--- config.mk ---
export PLATFORM = sky130hd
export DESIGN_NAME = sample_scheduler
export DESIGN_NICKNAME = d
export VERILOG_FILES = /design/src/rtl/sample_sched_pkg.sv /design/src/rtl/sample_scheduler_rr_pick.sv /design/src/rtl/sample_scheduler.sv
export SDC_FILE = /design/constraint.sdc
export NUM_CORES = 1
export LEC_CHECK = 0
export ABC_AREA = 1
export CAP_MARGIN = 15
export CORE_MARGIN = 4
export CORE_UTILIZATION = 30
export DETAILED_ROUTE_END_ITERATION = 6
export GPL_ROUTABILITY_DRIVEN = 0
export GPL_TIMING_DRIVEN = 0
export PLACE_DENSITY = 0.52
export SYNTH_ARGS = -nofsm -noshare
export SYNTH_HDL_FRONTEND = slang
export SYNTH_SLANG_ARGS = --single-unit
export TNS_END_PERCENT = 1
--- constraint.sdc ---
create_clock -name CLK -period 1.9 [get_ports CLK]
set_input_delay 0.19 -clock CLK [delete_from_list [all_inputs] [get_ports CLK]]
set_output_delay 0.19 -clock CLK [all_outputs]
set_load 0.005 [all_outputs]
--- src/rtl/sample_sched_pkg.sv ---
`default_nettype none
// +----------------------------------------------------------------------------+
// | sample_sched_pkg : shared types and helpers for the sample scheduler        |
// | Rev 1.0                                                                     |
// +----------------------------------------------------------------------------+
package sample_sched_pkg;

   typedef enum logic [1:0] {
      ST_IDLE  = 2'd0,
      ST_GRANT = 2'd1,
      ST_WAIT  = 2'd2
   } state_t;

   localparam int c_TS_W_DEFAULT = 24;

   // Channel index width; never narrower than one bit.
   function automatic int ch_idx_w(input int n);
      return (n <= 2) ? 1 : $clog2(n);
   endfunction

endpackage
`default_nettype wire

--- src/rtl/sample_scheduler_rr_pick.sv ---
`default_nettype none
// +----------------------------------------------------------------------------+
// | rr_pick : combinational round-robin finder, first set bit at/after i_ptr    |
// | Rev 1.0                                                                     |
// +----------------------------------------------------------------------------+
module rr_pick
   import sample_sched_pkg::*;
#(
   parameter int NUM_CH = 4,
   parameter int IDX_W  = ch_idx_w(NUM_CH)
)(
   input  logic [NUM_CH-1:0] i_pend,
   input  logic [IDX_W-1:0]  i_ptr,
   output logic [IDX_W-1:0]  o_sel,
   output logic              o_valid
);

   logic [IDX_W-1:0] w_idx;

   // Scan from the farthest offset back towards the pointer so the nearest hit wins.
   always_comb begin
      o_sel   = '0;
      o_valid = 1'b0;
      w_idx   = '0;
      for (int k = NUM_CH - 1; k >= 0; k--) begin
         w_idx = IDX_W'((int'(i_ptr) + k) % NUM_CH);
         if (i_pend[w_idx]) begin
            o_sel   = w_idx;
            o_valid = 1'b1;
         end
      end
   end

endmodule
`default_nettype wire

--- src/rtl/sample_scheduler.sv ---
`default_nettype none
// +----------------------------------------------------------------------------+
// | sample_scheduler : tick-driven decimated sampling, round-robin grant with   |
// | timestamp latch. Optional WAIT timeout via SAMPLE_SCHED_TIMEOUT_EN.         |
// | Rev 1.0                                                                     |
// +----------------------------------------------------------------------------+
module sample_scheduler
   import sample_sched_pkg::*;
#(
   parameter int NUM_CH      = 4,
   parameter int DIV_W       = 4,
   parameter int TS_W        = c_TS_W_DEFAULT,
   parameter int TIMEOUT_CYC = 1024
)(
   input  logic                    CLK,
   input  logic                    RESET,
   input  logic                    TICK,
   input  logic [TS_W-1:0]         TIMESTAMP,
   input  logic [NUM_CH-1:0]       CH_ENABLE,
   input  logic [NUM_CH*DIV_W-1:0] CH_DIV,
   input  logic [NUM_CH-1:0]       DONE,
   output logic [NUM_CH-1:0]       START,
   output logic [TS_W-1:0]         SAMPLE_TS,
   output logic [2:0]              SAMPLE_CH,
   output logic                    ACTIVE,
`ifdef SAMPLE_SCHED_TIMEOUT_EN
   output logic [NUM_CH-1:0]       TIMEOUT_ERR,
`endif
   output logic [NUM_CH-1:0]       OVERRUN
);

   localparam int c_IDX_W = ch_idx_w(NUM_CH);

   state_t                       r_state;
   state_t                       w_state_nxt;
   logic [c_IDX_W-1:0]           r_sel;
   logic [c_IDX_W-1:0]           r_ptr;
   logic [c_IDX_W-1:0]           w_pick;
   logic                         w_pick_vld;
   logic [NUM_CH-1:0]            r_pend;
   logic [NUM_CH-1:0]            w_pend_nxt;
   logic [NUM_CH-1:0]            r_ovr;
   logic [NUM_CH-1:0]            w_ovr_nxt;
   logic [NUM_CH-1:0][DIV_W-1:0] r_cnt;
   logic [NUM_CH-1:0][DIV_W-1:0] w_cnt_nxt;
   logic [NUM_CH-1:0]            w_grant_oh;
   logic [NUM_CH-1:0]            w_start;
   logic [TS_W-1:0]              r_sample_ts;
   logic [2:0]                   r_sample_ch;
   logic                         r_active;
   logic                         w_done_sel;
   logic                         w_timeout;

   generate
      if (NUM_CH < 2 || NUM_CH > 8 || DIV_W < 1 || TS_W < 1 || TIMEOUT_CYC < 1) begin : g_param_check
         $error("sample_scheduler: parameter out of range");
      end
   endgenerate

   rr_pick #(
      .NUM_CH (NUM_CH),
      .IDX_W  (c_IDX_W)
   ) u_rr_pick (
      .i_pend  (r_pend),
      .i_ptr   (r_ptr),
      .o_sel   (w_pick),
      .o_valid (w_pick_vld)
   );

   assign w_done_sel = DONE[r_sel];

   always_ff @(posedge CLK) begin
      if (RESET) begin
         r_state <= ST_IDLE;
      end else begin
         r_state <= w_state_nxt;
      end
   end

   // START is decoded from state, so it must be masked in a reset cycle.
   always_comb begin
      w_state_nxt = r_state;
      w_grant_oh  = '0;
      w_start     = '0;
      case (r_state)
         ST_IDLE: begin
            if (w_pick_vld) begin
               w_state_nxt = ST_GRANT;
            end
         end
         ST_GRANT: begin
            w_grant_oh[r_sel] = 1'b1;
            if (!RESET) begin
               w_start[r_sel] = 1'b1;
            end
            w_state_nxt = ST_WAIT;
         end
         ST_WAIT: begin
            if (w_done_sel || w_timeout) begin
               w_state_nxt = ST_IDLE;
            end
         end
         default: begin
            w_state_nxt = ST_IDLE;
         end
      endcase
   end

   // Grant clear lands first, so a re-fire of the granted channel is not an overrun.
   always_comb begin
      w_pend_nxt = r_pend & ~w_grant_oh;
      w_ovr_nxt  = r_ovr;
      w_cnt_nxt  = r_cnt;
      if (TICK) begin
         for (int i = 0; i < NUM_CH; i++) begin
            if (!CH_ENABLE[i]) begin
               w_cnt_nxt[i]  = '0;
               w_pend_nxt[i] = 1'b0;
            end else if (r_cnt[i] == CH_DIV[i*DIV_W +: DIV_W]) begin
               w_cnt_nxt[i] = '0;
               if (w_pend_nxt[i]) begin
                  w_ovr_nxt[i] = 1'b1;
               end
               w_pend_nxt[i] = 1'b1;
            end else begin
               w_cnt_nxt[i] = r_cnt[i] + 1'b1;
            end
         end
      end
   end

   always_ff @(posedge CLK) begin
      if (RESET) begin
         r_pend      <= '0;
         r_ovr       <= '0;
         r_cnt       <= '0;
         r_sel       <= '0;
         r_ptr       <= '0;
         r_sample_ts <= '0;
         r_sample_ch <= '0;
         r_active    <= 1'b0;
      end else begin
         r_pend <= w_pend_nxt;
         r_ovr  <= w_ovr_nxt;
         r_cnt  <= w_cnt_nxt;
         if (r_state == ST_IDLE && w_pick_vld) begin
            r_sel <= w_pick;
         end
         if (r_state == ST_GRANT) begin
            r_sample_ts <= TIMESTAMP;
            r_sample_ch <= 3'(r_sel);
            r_ptr       <= (r_sel == c_IDX_W'(NUM_CH - 1)) ? '0 : r_sel + 1'b1;
            r_active    <= 1'b1;
         end else if (r_state == ST_WAIT && w_state_nxt == ST_IDLE) begin
            r_active <= 1'b0;
         end
      end
   end

`ifdef SAMPLE_SCHED_TIMEOUT_EN
   localparam int c_WCNT_W = $clog2(TIMEOUT_CYC + 1);

   logic [c_WCNT_W-1:0] r_wcnt;
   logic [NUM_CH-1:0]   r_tmo_err;

   // r_wcnt holds the number of WAIT cycles already spent before this one.
   assign w_timeout = (r_state == ST_WAIT) && !w_done_sel &&
                      (r_wcnt == c_WCNT_W'(TIMEOUT_CYC - 1));

   always_ff @(posedge CLK) begin
      if (RESET) begin
         r_wcnt    <= '0;
         r_tmo_err <= '0;
      end else begin
         if (r_state == ST_GRANT) begin
            r_wcnt <= '0;
         end else if (r_state == ST_WAIT) begin
            r_wcnt <= r_wcnt + 1'b1;
         end
         if (w_timeout) begin
            r_tmo_err[r_sel] <= 1'b1;
         end
      end
   end

   assign TIMEOUT_ERR = r_tmo_err;
`else
   assign w_timeout = 1'b0;
`endif

   assign START     = w_start;
   assign SAMPLE_TS = r_sample_ts;
   assign SAMPLE_CH = r_sample_ch;
   assign ACTIVE    = r_active;
   assign OVERRUN   = r_ovr;

endmodule
`default_nettype wire
==> metrics.md <==
| Metric | Value |
|---|---|
| Final wirelength | `7190 um` |
| Wire per inst | `12.4 um` |
| Count of filler cells inserted in the layout | `911` |
| Highest fanout seen on the critical path | `5` |
| Mapped Nets | `433` |
| Final Skew | `0.00726 ns` |
| Destination of the worst register-to-register timing path | `r_sel[1]` |
| Number of buffers and inverters on the critical path | `3` |
| Post-Syn Area per Cell | `7.22 um^2` |
| Final hold violations | `0` |
| Total clock buffers created by CTS | `9` |
| Number of global-route vias before repair | `2474` |
| Final worst slack | `0.296 ns` |
| Clk pwr share | `37.0%` |
| Reg2Reg Setup Slack | `0.55 ns` |
| Floorplan Core Area | `0.00872 mm^2` |
| Number of DRC violations after detailed-routing iteration 0 | `52` |
| WP data required | `1.71 ns` |
| R2R depth | `11` |
| Count of max-cap constraint violations | `0` |
| Area growth from synthesis to layout | `44.9%` |
| Combinational share of power | `17.9%` |
| Top cell type by total area after synthesis | `dfxtp_1` |
| Global route overflow | `0` |
| Width of the chip | `103 um` |
| Initial Util | `31.0%` |
| Cell internal pwr | `2.16 mW` |
| Crit. End Element | `output pin` |
| Synth Area in Adders | `3.71%` |
| Switching power total | `752 uW` |
| Top cells by area in the synthesized netlist | `dfxtp_1, nor2_1, nand2_1` |
| Cell Pwr Density | `742 mW/mm^2` |
| Final routed DRC violation total | `0` |
| Placement Rows | `34` |
| Buffer levels on the longest clock path | `2` |
| Chip height | `103 um` |
| Wire length of the first global-routing pass | `11300 um` |
| Run status | `complete, no violations` |
| Post-route minimum period | `1.60 ns` |
| Worst slew margin relative to its limit | `45.8%` |
| Half-perimeter wire length after detailed placement | `5660 um` |
| Layout cells sized above 1 | `8.26%` |
| Clock tree from TritonCTS | `yes` |
| Achievable clock frequency | `623 MHz` |
| Final antenna diode count | `0` |
| Number of enable-type register cells in the synthesized netlist | `0` |
| Overall fraction of global-route tracks in use | `13.7%` |
| Pin count of the biggest net entering global routing | `20` |
| Remaining antenna violation count after routing | `0` |
| Die outline area | `0.0106 mm^2` |
| Post-Place Setup Slack | `-0.216 ns` |
| Fraction of synthesized area in multiplexers | `0%` |
| Synth cell types | `24` |
| Worst-case vdd ir drop | `0.000343 V` |
| Latest clock arrival within the worst-skew pair | `0.32 ns` |
| FF+latch count, synth | `57` |
| Number of buffer cells added on primary ports | `84` |
| Worst hold slack across all endpoints | `0.277 ns` |
| Slowest-stage cell, CP | `dfxtp_2` |
| Reg clk slew, reported paths | `0.06 ns` |
| Sequential group share of total power | `45.1%` |
| Worst Hold Endpoint | `r_cnt[8]` |
| Buffer type at the clock tree root | `clkbuf_8` |
| Startpoint of the tightest hold check path | `TICK` |
| Synthesized-area fraction occupied by xor and xnor cells | `7.78%` |
| Number of clock sinks seen by CTS | `57` |
| Logic depth of the worst setup path including buffers | `5` |
| Number of cells produced by synthesis | `374` |
| Leakage power figure | `1.66 nW` |
| Synth Area in Compound Gates | `15.3%` |
| Via count of the routed design | `2578` |
| Simple-Gate Fraction of Synth Area | `24.6%` |
| Series of cell instances along the critical path | `inv_2 > ha_1 > inv_1 > nor3_4 > dlygate4sd2_1` |
| I/O pin count | `87` |
| Area share of the leading cell type in the synthesized netlist | `42.2%` |
| Initial antenna violation count | `0` |
| Slew at the pin with the worst max-slew slack | `0.814 ns` |
| Final-report setup violation count | `0` |
| Dominant combinational cell family by area after synthesis | `simple AND/OR/NAND/NOR gates` |
| Startpoint type of the worst setup path | `flop` |
| Net switching fraction of the power | `25.9%` |
| Most frequently used flop master after synthesis | `dfxtp_1` |
| Post-route fraction of the period consumed by the critical path | `84.4%` |
| Max Transition Viols Final | `0` |
| Slowest Stage Delay on Critical Path | `0.34 ns` |
| Number of nets in the finished design | `528` |
| Worst Path Arrival | `1.41 ns` |
| 1st-pass router iterations | `4` |
| Category of the critical setup timing path | `flop to output pin` |
| Sequential-to-total area share from yosys stat | `42.2%` |
| Number of warnings printed during yosys synthesis | `0` |
| Number of vias per cell | `4.44` |
| Startpoint of the lowest-slack register-to-register path | `r_ptr[0]` |
| Total standard cell area after synthesis | `0.00270 mm^2` |
| Class of the tightest hold or removal check | `input port to flop` |
| Cell family contributing the most delay on the critical path | `buffers and inverters` |
| Async set-reset flop share out of synthesis | `0%` |
| Htree depth | `3` |
| Setup repair after global routing missed its margin | `no` |
| Count of cells along the worst hold path | `3` |
## power by group through the flow
stage	registers, mW	logic, mW	clock network, mW
6_report	1.31	0.519	1.08
5_1_grt	1.32	0.585	1.16
4_1_cts	1.31	0.528	1.11
3_5_place_dp	1.34	0.508	0
3_3_place_gp	1.33	0.504	0
2_1_floorplan	1.33	0.246	0
## how the worst max path moves through the flow
stage                     to  slack [ns]  startpoint
floorplan           r_sel[0]        0.71    r_ptr[0]
global placement    START[3]       -0.22       RESET
detailed placement  START[2]       -0.22       RESET
CTS                 START[3]        0.01    r_sel[0]
global route        START[2]        0.22    r_sel[0]
finish              START[0]        0.30    r_sel[1]
## what timing repair did
item,in CTS,in global routing
hold buffers,0,0
resized for setup,16,2
endpoints found under the setup margin,4,2
gates cloned,0,0
setup buffers,2,0
## Yosys cell counts (6+ instances only)
library cell,n
nand3_1,12
nand2_2,6
clkbuf_1,9
ha_1,8
o21a_1,6
nor2_1,74
xor2_1,20
nand2_1,70
inv_1,22
o21ai_0,32
dfxtp_1,57
a21oi_1,33
buf_2,6
## routing by layer
layer	vias up	global-route usage, %	part of all wire (%)
li1	1385	-	-
met1	1147	16.5	45
met2	41	23.4	50
met3	5	2.91	4.2
met4	0	5.98	0.82
met5	-	0	0
## cells in the final DEF (no fill, tap or decap), drive strengths merged, types with 2 or more instances in the layout
master,n
nor3,4
xor2,20
nor2,75
dlygate4sd2,3
o21ai,33
clkbuf,18
a21oi,33
nand3,12
clkinv,3
ha,8
xnor2,4
inv,23
dlymetal6s2s,2
o21a,6
clkdlybuf4s50,79
dfxtp,57
buf,9
nand2,76
o21bai,3
## cells by family (layout without fill, tap and decap cells)
logic type      Yosys count  in the layout
compound gates           77             77
other cells               1              1
buf+inv                  40            138
flops                    57             57
fa+ha+maj                 8              8
simple gates            167            167
xor+xnor                 24             24
## area by class of cell
class	instances	area [um^2]	share of cell area, %
Multi-Input combinational cell	277	1430	36.5
Tap cell	108	135	3.45
Clock buffer	10	138	3.52
Clock inverter	4	45.0	1.15
Sequential cell	57	1140	29.2
Inverter	23	86.3	2.21
Timing Repair Buffer	86	857	21.9
Buffer	15	80.1	2.05
## metrics by stage
step	cells	setup TNS (ns)	power, mW	area [um^2]	utilization [%]
after floorplan	374	0	1.58	2700	-
after global placement	566	-0.805	1.84	3680	42.2
after detailed placement	566	-0.808	1.84	3680	42.2
after CTS	580	0	2.95	3910	44.8
after global routing	580	0	3.06	3920	44.9
final	580	0	2.91	3920	44.9
## sequential cells by signal, indices dropped and copies added (netlist names)
| name | cells |
|---|---|
| ACTIVE | 1 |
| r_pend | 4 |
| OVERRUN | 4 |
| r_ptr | 2 |
| r_sel | 2 |
| SAMPLE_TS | 24 |
| r_state | 2 |
| SAMPLE_CH | 2 |
| r_cnt | 16 |
## worst reg2reg max path, delay by kind of cell, from the launching register on
kind | cells | cell delay, ns
AND/OR/NAND/NOR | 10 | 0.77
flip-flops | 1 | 0.36
buffers and inverters | 1 | 0.12
Power figures use the tool's default switching activity.
